===== src/rtl/sad_accum_ctrl.sv =====
// SAD accumulation controller: accepts pixel pairs over a valid/ready
// handshake, registers |a-b|, sums BLOCK_SIZE differences through one shared
// cla_16bits adder and presents the block SAD on an output handshake.
// Optional feature: define SAD_SATURATE_EN to make the accumulator saturate
// at 16'hFFFF instead of wrapping. ACC_W must stay 16 to match the adder.

module cla_16bits (
  input  logic [15:0] A,
  input  logic [15:0] B,
  input  logic        Cin,
  output logic [15:0] S,
  output logic        Cout
);

  logic [15:0] g;
  logic [15:0] p;
  logic [16:0] c;
  logic [3:0]  gg;
  logic [3:0]  gp;
  logic [4:0]  gc;

  // Two-level carry lookahead: 4-bit groups with a lookahead unit across groups
  always_comb begin
    g = A & B;
    p = A ^ B;
    for (int k = 0; k < 4; k++) begin
      gg[k] = g[4*k+3] | (p[4*k+3] & g[4*k+2]) |
              (p[4*k+3] & p[4*k+2] & g[4*k+1]) |
              (p[4*k+3] & p[4*k+2] & p[4*k+1] & g[4*k]);
      gp[k] = &p[4*k +: 4];
    end
    gc[0] = Cin;
    gc[1] = gg[0] | (gp[0] & gc[0]);
    gc[2] = gg[1] | (gp[1] & gg[0]) | (gp[1] & gp[0] & gc[0]);
    gc[3] = gg[2] | (gp[2] & gg[1]) | (gp[2] & gp[1] & gg[0]) |
            (gp[2] & gp[1] & gp[0] & gc[0]);
    gc[4] = gg[3] | (gp[3] & gc[3]);
    c = '0;
    for (int k = 0; k < 4; k++) begin
      c[4*k] = gc[k];
      for (int j = 0; j < 3; j++) begin
        c[4*k+j+1] = g[4*k+j] | (p[4*k+j] & c[4*k+j]);
      end
    end
    c[16] = gc[4];
    S     = p ^ c[15:0];
    Cout  = c[16];
  end

endmodule

module sad_accum_ctrl #(
  parameter int PIX_W      = 8,
  parameter int ACC_W      = 16,
  parameter int BLOCK_SIZE = 16
) (
  input  logic             clk,
  input  logic             rst,
  input  logic             start,
  input  logic             in_valid,
  output logic             in_ready,
  input  logic [PIX_W-1:0] pix_a,
  input  logic [PIX_W-1:0] pix_b,
  output logic [ACC_W-1:0] sad_out,
  output logic             sad_valid,
  input  logic             out_ready,
  output logic             busy,
  output logic             overflow
);

  localparam int CNT_W = $clog2(BLOCK_SIZE + 1);

  typedef enum logic [1:0] {IDLE, ACC, DRAIN, DONE} state_t;

  state_t             state;
  state_t             next_state;
  logic [CNT_W-1:0]   count;
  logic [ACC_W-1:0]   acc;
  logic [ACC_W-1:0]   diff_q;
  logic               diff_v;
  logic [ACC_W-1:0]   sum;
  logic               cout;
  logic               handshake;
  logic               last_pair;
  logic signed [PIX_W:0] diff_raw;
  logic [PIX_W:0]     diff_neg;
  logic [PIX_W-1:0]   abs_diff;

  // The single shared adder; carry-in is unused, carry-out flags a wrap
  cla_16bits u_cla (
    .A    (acc),
    .B    (diff_q),
    .Cin  (1'b0),
    .S    (sum),
    .Cout (cout)
  );

  // Signed subtract one bit wider than a pixel, then fold negatives back positive
  always_comb begin
    diff_raw  = $signed({1'b0, pix_a}) - $signed({1'b0, pix_b});
    diff_neg  = -diff_raw;
    abs_diff  = diff_raw[PIX_W] ? diff_neg[PIX_W-1:0] : diff_raw[PIX_W-1:0];
    handshake = in_valid & in_ready;
    last_pair = (count == CNT_W'(BLOCK_SIZE - 1));
  end

  // State register
  always_ff @(posedge clk) begin
    if (rst) state <= IDLE;
    else     state <= next_state;
  end

  // Next-state: DRAIN exists so the last registered diff reaches the accumulator
  always_comb begin
    next_state = state;
    case (state)
      IDLE:  if (start) next_state = ACC;
      ACC:   if (handshake && last_pair) next_state = DRAIN;
      DRAIN: next_state = DONE;
      DONE:  if (out_ready) next_state = IDLE;
      default: next_state = IDLE;
    endcase
  end

  // Outputs decode purely from state so they are clean right after reset
  always_comb begin
    in_ready  = (state == ACC);
    busy      = (state != IDLE);
    sad_valid = (state == DONE);
    sad_out   = sad_valid ? acc : '0;
  end

  // Difference register and accumulator; a block start clears everything last
  always_ff @(posedge clk) begin
    if (rst) begin
      acc      <= '0;
      count    <= '0;
      diff_q   <= '0;
      diff_v   <= 1'b0;
      overflow <= 1'b0;
    end else begin
      if (diff_v) begin
`ifdef SAD_SATURATE_EN
        if (cout || overflow) acc <= '1;
        else                  acc <= sum;
`else
        acc <= sum;
`endif
        if (cout) overflow <= 1'b1;
      end
      diff_v <= handshake;
      if (handshake) begin
        diff_q <= {{(ACC_W-PIX_W){1'b0}}, abs_diff};
        count  <= count + 1'b1;
      end
      if (state == IDLE && start) begin
        acc      <= '0;
        count    <= '0;
        overflow <= 1'b0;
      end
    end
  end

endmodule


===== config.mk =====
export PLATFORM = sky130hd
export DESIGN_NAME = sad_accum_ctrl
export DESIGN_NICKNAME = d
export VERILOG_FILES = /design/src/rtl/sad_accum_ctrl.sv
export SDC_FILE = /design/constraint.sdc
export NUM_CORES = 1
export LEC_CHECK = 0
export ABC_AREA = 0
export BUFFER_PORTS_ARGS = -buffer_cell sky130_fd_sc_hd__buf_4
export CAP_MARGIN = 0
export CORE_AREA = 2 2 78 80
export CTS_CLUSTER_DIAMETER = 30
export DETAILED_ROUTE_END_ITERATION = 12
export DIE_AREA = 0 0 80 82
export GPL_ROUTABILITY_DRIVEN = 0
export PLACE_DENSITY = 0.67
export SETUP_SLACK_MARGIN = 0.3
export SLEW_MARGIN = 10
export SYNTH_ARGS = -nofsm -noshare
export SYNTH_HDL_FRONTEND = slang
export SYNTH_HIERARCHICAL = 1
export SYNTH_SLANG_ARGS = --single-unit

===== constraint.sdc =====
create_clock -name clk -period 3.61 [get_ports clk]
set_input_delay 0.5415 -clock clk [delete_from_list [all_inputs] [get_ports clk]]
set_output_delay 0.5415 -clock clk [all_outputs]
set_load 0.005 [all_outputs]

Word-level counts from Yosys, hierarchy flattened
Cells that the tools add are included.
{"block": "totals", "rom_bits": 0, "register_bits": 33, "latchBits": 0, "mem_bits_rw": 0, "memories": 0, "output_inout_bits": 20, "inputBits": 21}
{"block": "classes", "magnitude_cmp": 0, "n_shift": 0, "n_bitwise": 67, "muxes": 6, "add_sub_neg": 3, "div_mod_pow": 0, "eq_ne": 7, "multipliers": 0, "reduce_logical": 10}
{"operator": "bitwise AND 1 bit", "n": 37}
{"operator": "bitwise OR 1 bit", "n": 27}
{"operator": "bitwise AND 16 x 8 -> 16 bit", "n": 1}
{"operator": "2-to-1 mux 16 bit", "n": 1}
{"operator": "XOR 16 bit", "n": 1}
{"operator": "XOR 16 x 8 -> 16 bit", "n": 1}
{"operator": "AND reduction 4 bit", "n": 3}
{"operator": "subtractor 8 x 8 -> 9 bit", "n": 1}
{"operator": "2-to-1 mux 8 bit", "n": 1}
{"operator": "negation 8 bit", "n": 1}
{"operator": "one-hot mux 2 bit (4 select lines)", "n": 1}
{"operator": "2-to-1 mux 2 bit", "n": 3}
{"operator": "adder 5 x 1 -> 5 bit, second input constant", "n": 1}
{"operator": "== test 5 x 4 -> 1 bit, second input constant", "n": 1}
{"operator": "== test 2 bit, second input constant", "n": 2}
{"operator": "inequality test 2 x 1 -> 1 bit, second input constant", "n": 2}
{"operator": "AND reduction 3 bit", "n": 1}
{"operator": "== test 2 x 1 -> 1 bit, second input constant", "n": 1}
{"operator": "logical AND 1 bit", "n": 2}
{"operator": "logical NOT 2 bit", "n": 1}
{"operator": "inequality test 2 bit, second input constant", "n": 1}
{"operator": "AND reduction 2 bit", "n": 1}
{"operator": "nonzero test 2 bit", "n": 1}
{"operator": "OR reduction 2 bit", "n": 1}

Depth between registers and ports, before layout
{"block": "depth", "ltp_word": 15, "mapped_depth": 12}

Cells and area by module
The synthesis kept the hierarchy.
{"module": "sad_accum_ctrl", "seq_area_each_um2": 660.6, "cells_each": 210, "instances": 1, "area_each_um2": 1861.8}
{"module": "cla_16bits", "seq_area_each_um2": 0.0, "cells_each": 80, "instances": 1, "area_each_um2": 745.7}

Worst setup path before layout
No wires, ideal clock.
{"block": "synth_path", "kind": "reg2reg", "from": "register acc[2]", "to": "register acc[15]", "t_required_ps": 3482, "arrival_time_ps": 2840, "n_path_buf": 0, "stages_incl_launch_ff": 12, "synth_period_minus_slack_ps": 2968, "setup_time_ps": 128, "slack_ps": 642, "path_cell_list": "dfxtp_1 -> ha_1 -> a21oi_2 -> o211ai_2 -> and3_1 -> or3_1 -> fa_1 -> fa_1 -> fa_1 -> xor2_1 -> mux2i_1 -> nor2_1"}
{"block": "synth_between", "elab_chain_len": 14}
{"item": "from (decl)", "line": "78", "text": "logic [ACC_W-1:0] acc;"}
{"item": "from (signal assigned)", "line": "147", "text": "acc <= sum;"}
{"item": "bitwise AND 16 x 8 -> 16 bit / XOR 16 x 8 -> 16 bit (equally long branches)", "line": "24, 25"}
{"item": "bitwise AND 1 bit, on equally long branches", "line": "27, 28, 29"}
{"item": "bitwise OR 1 bit, or another cell as far along", "line": "27", "text": "gg[k] = g[4*k+3] | (p[4*k+3] & g[4*k+2]) |"}
{"item": "bitwise OR 1 bit / bitwise AND 1 bit (equally long branches)", "line": "27, 29"}
{"item": "bitwise OR 1 bit *", "line": "28", "text": "(p[4*k+3] & p[4*k+2] & g[4*k+1]) |"}
{"item": "bitwise AND 1 bit *", "line": "35", "text": "gc[3] = gg[2] | (gp[2] & gg[1]) | (gp[2] & gp[1] & gg[0]) |"}
{"item": "bitwise OR 1 bit *", "line": "35"}
{"item": "bitwise AND 1 bit *", "line": "42", "text": "c[4*k+j+1] = g[4*k+j] | (p[4*k+j] & c[4*k+j]);"}
{"item": "bitwise OR 1 bit *", "line": "42"}
{"item": "bitwise AND 1 bit *", "line": "42"}
{"item": "bitwise OR 1 bit *", "line": "42"}
{"item": "bitwise AND 1 bit *", "line": "42"}
{"item": "bitwise OR 1 bit *", "line": "42"}
{"item": "XOR 16 bit *", "line": "46", "text": "S = p ^ c[15:0];"}
{"item": "net sum[15]", "line": "81", "text": "logic [ACC_W-1:0] sum;"}
Mark *: on every way through the listed nets, which the timed path passes. The rest lies on a longest branch.
A chain may end at the register's enable or synchronous reset.

Final worst setup path
Same ends and word-level chain as after synthesis.

==> impl_metrics.env <==
export IMPL_status="finished clean"
export IMPL_htree_levels=2
export IMPL_area_delta_synth_final_pct=19.53
export IMPL_setup_viol=0
export IMPL_fillCellCount=555
export IMPL_drc=0
export IMPL_ios=41
export IMPL_grt_pass1_wl_microns=8238
export IMPL_dieArea_sq_um=6560
export IMPL_cp_max_fo=4
export IMPL_r2r_slack_ps=470
export IMPL_crit_slowest_cell="or3_1"
export IMPL_grt_overflow_total=0
export IMPL_routed_via_count=2059
export IMPL_synth_edf_count=0
export IMPL_max_freq_mhz=318.1
export IMPL_clock_latency_ps=290
export IMPL_tightest_slew_ps=969.6
export IMPL_initial_core_util_pct=45.38
export IMPL_clock_sinks=33
export IMPL_yosysWarnings=6
export IMPL_peakVddDrop_mv=0.3392
export IMPL_hpwl_microns=3747
export IMPL_portBuffers=40
export IMPL_rsz0062_at_grt="false"
export IMPL_cts_tree="done"
export IMPL_antenna_found_initial=0
export IMPL_drtAntennaViolNets=0
export IMPL_leakage_uw=0.001460
export IMPL_nNetsFinal=409
export IMPL_synth_seq_area_share_pct=25.34
export IMPL_drt_initial_drc_count=40
export IMPL_routed_wirelength_microns=4838
export IMPL_place_area_sq_um=3000
export IMPL_grt_max_degree=23
export IMPL_power_density_nw_per_um2=413.8
export IMPL_worstReg2RegStart="acc[2]"
export IMPL_finalHoldViolations=0
export IMPL_crit_chain="ha_1 > a21oi_2 > o211ai_2 > and3_1 > or3_1 > fa_1 > fa_1 > fa_1 > xor2_1 > mux2i_1 > nor2_1"
export IMPL_skew_ps=5.652
export IMPL_synth_ff_type="dfxtp_1"
export IMPL_syn_area_per_cell_sq_um=8.991
export IMPL_design_area_sq_um=3117
export IMPL_wl_per_cell_microns=11.55
export IMPL_hp_class="register to register"
export IMPL_rr_endpoint="acc[15]"
export IMPL_relSlewSlack_pct=35.27
export IMPL_insertedDiodeCount=0
export IMPL_async_flop_share_pct=0
export IMPL_slowest_delay_ps=390
export IMPL_cp_arrival_ps=3300
export IMPL_path_class="register to register"
export IMPL_min_delay_start="overflow"
export IMPL_path_clk_slew_ps=70
export IMPL_endpoint="acc[15]"
export IMPL_synth_cell_types=46
export IMPL_numCtsBuffers=5
export IMPL_required_ps=3760
export IMPL_clk_root_buffer_cell="clkbuf_8"
export IMPL_postSynthCellCount=290
export IMPL_cp_end_kind="register"
export IMPL_clockBufferDepth=2
export IMPL_worstSetupStartpointType="register"
export IMPL_maxCapViolations=0
export IMPL_fp_dieH_microns=82
export IMPL_min_period_ps=3144
export IMPL_critical_path_most_common_cell="fa_1"
export IMPL_dr_pass1_iters=4
export IMPL_cts_setup_buffers=0
export IMPL_ys_seq_elements=33
export IMPL_grt_use_total_pct=16.08
export IMPL_fin_crit_sh_pct=87.08
export IMPL_drv_slew=0
export IMPL_coreArea_sq_um=5746
export IMPL_crit_path_start="acc[2]"
export IMPL_viasPerCell=4.914
export IMPL_rows=28
export IMPL_hold_buffers=0
export IMPL_fin_setup_tns_ps=0
export IMPL_die_w_microns=80
export IMPL_netlist_area_sq_um=2608
export IMPL_grt_pass1_vias=1872
export IMPL_drive_gt1_share_pct=16.57
export IMPL_reg2reg_depth=11
[metal layers]
layer / vias to the layer above / GRT usage (%) / share of wire (%)
met5: - / 0 / 0
met4: 0 / 5.932 / 1.7
met3: 6 / 3.187 / 4.7
met2: 52 / 27.17 / 46
met1: 927 / 20.39 / 47
li1: 1074 / - / -
[state kept, by name, indices dropped and copies added, names as in the netlist]
| name | flops |
|---|---|
| overflow | 1 |
| acc | 16 |
| diff_q | 8 |
| count | 5 |
| state | 2 |
| diff_v | 1 |
[synth_stat cells, types with 2 or more instances]
| cell type | instances | area share, % |
|---|---|---|
| or3_1 | 2 | 0.48 |
| a211oi_1 | 7 | 2.0 |
| nand2_1 | 11 | 1.6 |
| dfxtp_1 | 33 | 25 |
| a21oi_2 | 2 | 0.67 |
| nand4_1 | 4 | 0.96 |
| nor3_1 | 2 | 0.38 |
| buf_6 | 3 | 1.3 |
| nand3_1 | 5 | 0.96 |
| and3_1 | 2 | 0.48 |
| xor2_1 | 7 | 2.4 |
| a21o_1 | 4 | 1.2 |
| xnor2_1 | 7 | 2.4 |
| o21a_1 | 2 | 0.58 |
| nand2b_1 | 2 | 0.48 |
| ha_1 | 32 | 15 |
| and2_1 | 17 | 4.1 |
| a21oi_1 | 15 | 2.9 |
| o21ai_0 | 6 | 1.2 |
| mux2i_1 | 18 | 6.9 |
| inv_1 | 31 | 4.5 |
| clkbuf_1 | 5 | 0.72 |
| fa_1 | 13 | 10 |
| nor2_1 | 38 | 5.5 |
[worst max-delay path, delay by kind of cell (launching register included)]
family | cells | cell delay, ps
flip-flops | 1 | 340
AND/OR/NAND/NOR | 3 | 590
XOR/XNOR | 1 | 150
adder cells (fa/ha/maj) | 4 | 1490
multiplexers | 1 | 130
AO/OA/AOI/OAI | 2 | 310
[kinds of logic after synthesis]
group,Yosys count,synth area share [%]
simple gates,90,17.23
mux,18,6.910
fa+ha+maj,45,25.34
other cells,1,0.1438
xor+xnor,15,5.614
buf+inv,40,6.670
flops,33,25.34
compound gates,48,12.76
[layout make-up]
class                   instances  area, sq um  area share, %
multi-input cells             232         1829          58.69
flip-flops and latches         33        660.6          21.20
repair buffers                 40        300.3          9.635
inverters                      31        116.4          3.733
well taps                      75        93.84          3.011
clock buffers                   7        86.33          2.770
clock inverters                 1        30.03         0.9635
[worst min-delay path by stage]
stage / slack (ps) / endpoint / depth (start not counted)
3_5_place_dp: 460 / overflow / 2
4_1_cts: 480 / overflow / 2
2_1_floorplan: 450 / diff_q[2] / 2
5_1_grt: 500 / count[1] / 2
3_3_place_gp: 460 / overflow / 2
6_report: 480 / overflow / 2
[power breakdown]
part	internal [uW]	switching [uW]
Combinational	209	250
Sequential	411	56.2
Clock	225	138
Total	845	444
[cell usage in the layout, fill, tap and decap left out, types with 2 or more instances in the layout]
master / netlist / routed
a211oi_1: 7 / 7
a21o_1: 4 / 4
a21oi_1: 15 / 15
a21oi_2: 2 / 2
and2_1: 17 / 17
and3_1: 2 / 2
buf_4: 0 / 40
clkbuf_8: 0 / 6
conb_1: 1 / 16
dfxtp_1: 33 / 33
fa_1: 13 / 13
ha_1: 32 / 32
inv_1: 31 / 31
mux2i_1: 18 / 18
nand2_1: 11 / 11
nand2b_1: 2 / 2
nand3_1: 5 / 5
nand4_1: 4 / 4
nor2_1: 38 / 38
nor3_1: 2 / 2
o21a_1: 2 / 2
o21ai_0: 6 / 5
or3_1: 2 / 2
xnor2_1: 7 / 7
xor2_1: 7 / 7
[through the flow]
stage          instances  setup slack, ps  hold WS (ps)  util (%)  total power (uW)
2_1_floorplan        305            642.2         448.6         -             831.6
3_3_place_gp         411            539.1         455.7     52.22             929.4
3_5_place_dp         411            479.5         461.9     52.22             940.9
4_1_cts              419            461.3         480.1     54.25              1307
5_1_grt              419            316.6         500.9     54.25              1395
6_report             419            466.4         480.9     54.25              1290
[timing repair]
item / 4_1_cts / 5_1_grt
endpoints found under the setup margin: 0 / 1
endpoints found under the hold margin: 0 / 0
resized for setup: 0 / 1
Power figures use the tool's default switching activity.
